==> config.mk <==
export PLATFORM = sky130hd
export DESIGN_NAME = pc_fetch_ctrl
export DESIGN_NICKNAME = d
export VERILOG_FILES = /design/src/rtl/pc_fetch_ctrl.sv
export SDC_FILE = /design/constraint.sdc
export NUM_CORES = 1
export LEC_CHECK = 0
export CORE_MARGIN = 2
export CORE_UTILIZATION = 40
export DETAILED_ROUTE_END_ITERATION = 12
export GPL_TIMING_DRIVEN = 0
export PLACE_DENSITY = 0.84
export SLEW_MARGIN = 15
export SYNTH_ARGS = -nofsm -noshare
export SYNTH_HDL_FRONTEND = slang
export SYNTH_SLANG_ARGS = --single-unit
==> constraint.sdc <==
create_clock -name clk -period 2.7 [get_ports clk]
set_input_delay 0.54 -clock clk [delete_from_list [all_inputs] [get_ports clk]]
set_output_delay 0.54 -clock clk [all_outputs]
set_load 0.1 [all_outputs]
==> src/rtl/pc_fetch_ctrl.sv <==
// PC register and req/ack instruction-fetch sequencer for the Neander PC path.
// Optional macro FETCH_TIMEOUT_EN adds a REQ timeout with a fetch_err pulse.
module pc_fetch_ctrl #(
    parameter int               WIDTH          = 8,
    parameter logic [WIDTH-1:0] RESET_PC       = '0,
    parameter int               TIMEOUT_CYCLES = 15
) (
    input  logic             clk,
    input  logic             rst_n,
    input  logic [WIDTH-1:0] pc_next,
    input  logic             pc_load,
    input  logic             fetch_start,
    input  logic             mem_ack,
    input  logic [WIDTH-1:0] mem_rdata,
    output logic [WIDTH-1:0] pc,
    output logic [WIDTH-1:0] pc_inc,
    output logic             mem_req,
    output logic [WIDTH-1:0] mem_addr,
    output logic [WIDTH-1:0] instr,
    output logic             fetch_done,
    output logic             busy,
    output logic             fetch_err
);

    localparam logic [1:0] IDLE = 2'b00;
    localparam logic [1:0] REQ  = 2'b01;
    localparam logic [1:0] DONE = 2'b10;

    logic [1:0] state;
    logic       timeout_hit;

    assign pc_inc     = pc + WIDTH'(1);
    assign mem_req    = (state == REQ);
    assign mem_addr   = mem_req ? pc : '0;
    assign fetch_done = (state == DONE);
    assign busy       = (state != IDLE);

`ifdef FETCH_TIMEOUT_EN
    localparam int              CNT_W    = $clog2(TIMEOUT_CYCLES + 1);
    localparam logic [CNT_W-1:0] TMO_LAST = CNT_W'(TIMEOUT_CYCLES - 1);

    // Counts REQ cycles already spent without an ack; expiry is the last allowed cycle.
    logic [CNT_W-1:0] tmo_cnt;

    assign timeout_hit = (state == REQ) && !mem_ack && (tmo_cnt == TMO_LAST);

    always_ff @(posedge clk) begin
        if (!rst_n) begin
            tmo_cnt   <= '0;
            fetch_err <= 1'b0;
        end else begin
            fetch_err <= timeout_hit;
            if (state == IDLE && fetch_start)
                tmo_cnt <= '0;
            else if (state == REQ && !mem_ack)
                tmo_cnt <= tmo_cnt + CNT_W'(1);
        end
    end
`else
    logic unused_timeout;

    assign timeout_hit    = 1'b0;
    assign fetch_err      = 1'b0;
    assign unused_timeout = (TIMEOUT_CYCLES == 0);
`endif

    always_ff @(posedge clk) begin
        if (!rst_n) begin
            state <= IDLE;
            pc    <= RESET_PC;
            instr <= '0;
        end else begin
            case (state)
                IDLE: begin
                    // A same-cycle load feeds the fetch that starts now.
                    if (pc_load)
                        pc <= pc_next;
                    if (fetch_start)
                        state <= REQ;
                end
                REQ: begin
                    if (mem_ack) begin
                        instr <= mem_rdata;
                        pc    <= pc_inc;
                        state <= DONE;
                    end else if (timeout_hit) begin
                        state <= IDLE;
                    end
                end
                DONE:    state <= IDLE;
                default: state <= IDLE;
            endcase
        end
    end

endmodule

---- After elaboration in Yosys (flattened, before gate mapping) ----
Cells that the tools add are included.
word-level totals
  flip-flop bits (word level) ............. 18
  word-level logic and storage cells ...... 22
cells by class
  add/sub/neg operators ................... 1
  eq/ne operators ......................... 5
  muxes and demuxes ....................... 7
  reduce and logical (&&, ||, !) cells .... 6
operators with widths
  cell                                           number
  two-way mux 8 bit                              3
  case mux 8 bit (2 select lines)                1
  adder 8 x 1 -> 8 bit, second input constant    1
  != test 2 bit, second input constant           3
  two-way mux 2 bit                              2
  case mux 2 bit (2 select lines)                1
  AND reduction 2 bit                            2
  nonzero test 2 bit                             2
  AND reduction 3 bit                            1
  == test 2 x 1 -> 1 bit, second input constant  1
  == test 2 bit, second input constant           1
  logical NOT 2 bit                              1

---- Logic depth before layout (Yosys ltp) ----
  word-level depth ........................ 3
  mapped depth ............................ 7
  mapped depth without buffers ............ 5

---- Worst setup path after synthesis ----
No wires, ideal clock.
  path type ............................... flip-flop to output port
  start point ............................. reg pc[0]
  end point ............................... out mem_addr[0]
  arrival time ............................ 3.189 ns
  slack ................................... -1.029 ns
  cell stages (with the launch flop) ...... 3
  cells stage by stage .................... dfxtp_1 -> inv_1 -> nor2_1
between the ends
  cells in the longest elaborated chain, start to end .. 1
RTL lines
  what                    RTL line  RTL
  start, declared         15        output logic [WIDTH-1:0] pc,
  start signal, assigned  77        pc <= pc_next;
  start signal, assigned  84        pc <= pc_inc;
  two-way mux 8 bit       34        assign mem_addr = mem_req ? pc : '0;
  end, declared           18        output logic [WIDTH-1:0] mem_addr,
No other way between the ends.

---- Final worst setup path ----
  start point ............................. reg pc[1]
  end point ............................... out pc_inc[1]
between the ends
  cells in the longest elaborated chain, start to end .. 1
RTL lines
  what                  RTL line  RTL
  adder 8 x 1 -> 8 bit  32        assign pc_inc = pc + WIDTH'(1);
  end, declared         16        output logic [WIDTH-1:0] pc_inc,
No other way between the ends.

==> impl_metrics.py <==
metrics = {
    "pwr": {
        "vdd_drop_max_uv": 399,
        "leakage_uw": 0.000687,
        "power_density_mw_per_mm2": 564,
    },
    "outcome": {
        "status": "complete, no violations",
    },
    "drt": {
        "wl_per_cell_um": 13.4,
        "vias": 1125,
        "drtPass1Iterations": 4,
        "ant_nets": 0,
        "viasPerCell": 5.26,
        "routed_wl_um": 2870,
        "drt_iter0_markers": 22,
        "drcViolationCount": 0,
    },
    "final_layout": {
        "syn_to_final_growth_pct": 69.6,
        "diodes": 0,
        "drive_above_1_share": 0.199,
        "nets": 209,
        "fillers": 197,
    },
    "grt": {
        "grt_pass1_vias": 1090,
        "grt_max_degree": 11,
        "antenna_found_initial": 0,
        "grt_pass1_wl_um": 4690,
        "grt_usage": 0.225,
        "grt_overflow": 0,
    },
    "floorplanning": {
        "die_y_um": 53.3,
        "die_w_um": 53.3,
        "start_util": 0.431,
        "io_pins": 57,
        "core-area_sq_mm": 0.00225,
        "die_area_sq_mm": 0.00284,
        "num_rows": 17,
    },
    "timing": {
        "tightest_slew_ns": 0.978,
        "fmax_ghz": 0.378,
        "period_needed_ns": 2.64,
        "skew_ns": 0.0152,
        "timing.final.crit_share": 0.979,
        "grt_setup_unrepaired": "false",
        "timing.final.max_slew_violations": 0,
        "holdWs_ns": 0.458,
        "fin_setup_tns_ns": 0,
        "setup_violations": 0,
        "slew_headroom": 0.346,
        "hold_viol_final": 0,
    },
    "flow_run": {
        "maxCapViolations": 0,
    },
    "logic_synthesis": {
        "synth_nets": 149,
        "synth_warnings": 0,
        "synth_area_leader_cell": "dfxtp_1",
        "syn_area_sq_um": 971,
        "syn_inst": 127,
        "synthDistinctLibCells": 31,
        "syn_area_per_cell_sq_um": 7.65,
        "yosys_register_bits": 18,
        "synth_top_cell_area_share": 0.371,
        "synth-edff-count": 0,
        "synth.area.top_cells": "dfxtp_1 (37%), nand3_1 (7.2%), a21oi_1 (6.2%), and2_1 (5.8%), nand2_1 (5.0%)",
        "ys_seq_area_frac": 0.371,
        "async_flop_share": 0,
        "synthFlopType": "dfxtp_1",
    },
    "worst_setup_path": {
        "path_delay_family": "buffers and inverters",
        "cp_slowest_cell": "clkdlybuf4s50_1",
        "cpPeakStageDelay_ns": 1.14,
        "cp-start-kind": "flop",
        "end_kind": "primary output",
        "required_ns": 2.16,
        "path_buf_inv": 1,
        "critPathKind": "flop to primary output",
        "critPathMaxFanout": 6,
        "worstPathArrival_ns": 2.10,
        "cp_cell_sequence": "ha_1, clkdlybuf4s50_1",
    },
    "clock_network": {
        "cts_root_buf": "clkbuf_4",
        "cts_tree": "yes",
        "cts_sinks": 18,
        "clkTransAtPathRegs_ns": 0.12,
        "clk_latency_ns": 0.30,
        "cts_buffers": 3,
        "clockBufferDepth": 2,
        "htreeDepth": 1,
        "hold_buffers": 0,
    },
    "min_path": {
        "holdCritPathClass": "flop to flop",
    },
    "place": {
        "port_buffers": 55,
        "place_congestion": 0.769,
        "dp.final_hpwl_um": 2230,
    },
}
## final timing paths
check             startpoint   endpoint  slack [ns]  cells after the start
hold reg to reg     instr[0]   instr[0]        0.46                      2
hold / removal      instr[0]   instr[0]        0.46                      2
setup reg to reg       pc[1]      pc[6]        0.97                      5
setup / recovery       pc[1]  pc_inc[1]        0.06                      2
## cell type report
type / count / area [sq um] / share of cell area
Buffer: 8 / 51.3 / 0.0312
Multi-Input combinational cell: 96 / 633 / 0.384
Tap cell: 28 / 35.0 / 0.0213
Timing Repair Buffer: 55 / 505 / 0.307
Sequential cell: 18 / 367 / 0.223
Inverter: 5 / 18.8 / 0.0114
Clock buffer: 4 / 36.3 / 0.0220
## sequential cells by signal (all words and copies together), names as in the netlist
name / flops
pc: 8
instr: 8
state: 2
## power breakdown
part	leakage, uW	internal, uW	switching [uW]
Clock	0.0000210	82.2	87.2
Sequential	0.000149	284	25.2
Combinational	0.000517	119	331
## synthesized netlist by cell type (all sizes together), types with 3 or more instances
master  number
buf          5
nor2        11
nand2       13
dfxtp       18
a21oi       12
inv          5
nor3         3
or2          3
and2         9
nand3       14
and3         3
xnor2        3
o21ai        6
clkbuf       3
## tightest hold or removal path, cell delays in order (launching register included)
cell and delay, ns:
dfxtp_1 0.32, nand2_1 0.05, a21oi_1 0.05
## metal layers
metal / vias up / part of all wire / track usage / routed length, um
li1: 550 / - / - / -
met1: 528 / 0.41 / 0.270 / 1180
met5: - / 0 / 0 / 0
met2: 42 / 0.53 / 0.387 / 1510
met3: 5 / 0.049 / 0.0424 / 142
met4: 0 / 0.015 / 0.0940 / 42
## per-stage QoR
stage	instances	power (uW)	worst slack, ns	util	area, sq um
final	214	928	0.0558	0.730	1650
after global routing	214	963	0.000409	0.730	1650
after CTS	214	933	0.00300	0.752	1700
after detailed placement	210	773	-0.390	0.734	1660
after global placement	210	767	-0.361	0.734	1660
after floorplan	127	658	0.0113	-	1070
## placed cells by master, fill, tap and decap left out, drive strengths merged, types with 2 or more instances in the layout
cell type / instances
clkbuf: 10
buf: 12
and2: 9
nand3: 14
nor2: 11
o211ai: 2
mux2i: 2
nor2b: 2
clkdlybuf4s50: 40
clkdlybuf4s15: 4
nor3: 3
o21ai: 6
or2: 3
nand2: 13
a21oi: 12
a211o: 2
and3: 3
xnor2: 3
xor2: 2
inv: 5
dfxtp: 18
## what timing repair did
item,4_1_cts,5_1_grt
endpoints found under the setup margin,15,10
resized for setup,39,18
buffers inserted,0,0
hold endpoints to repair,0,0
## kinds of logic after synthesis
family          share of synthesized area
simple gates                        0.311
compound gates                      0.152
flops                               0.371
buf+inv                            0.0722
xor+xnor                           0.0451
mux                                0.0322
fa+ha+maj                          0.0129
other cells                       0.00386
No activity file was read; power rests on OpenSTA's default activity.
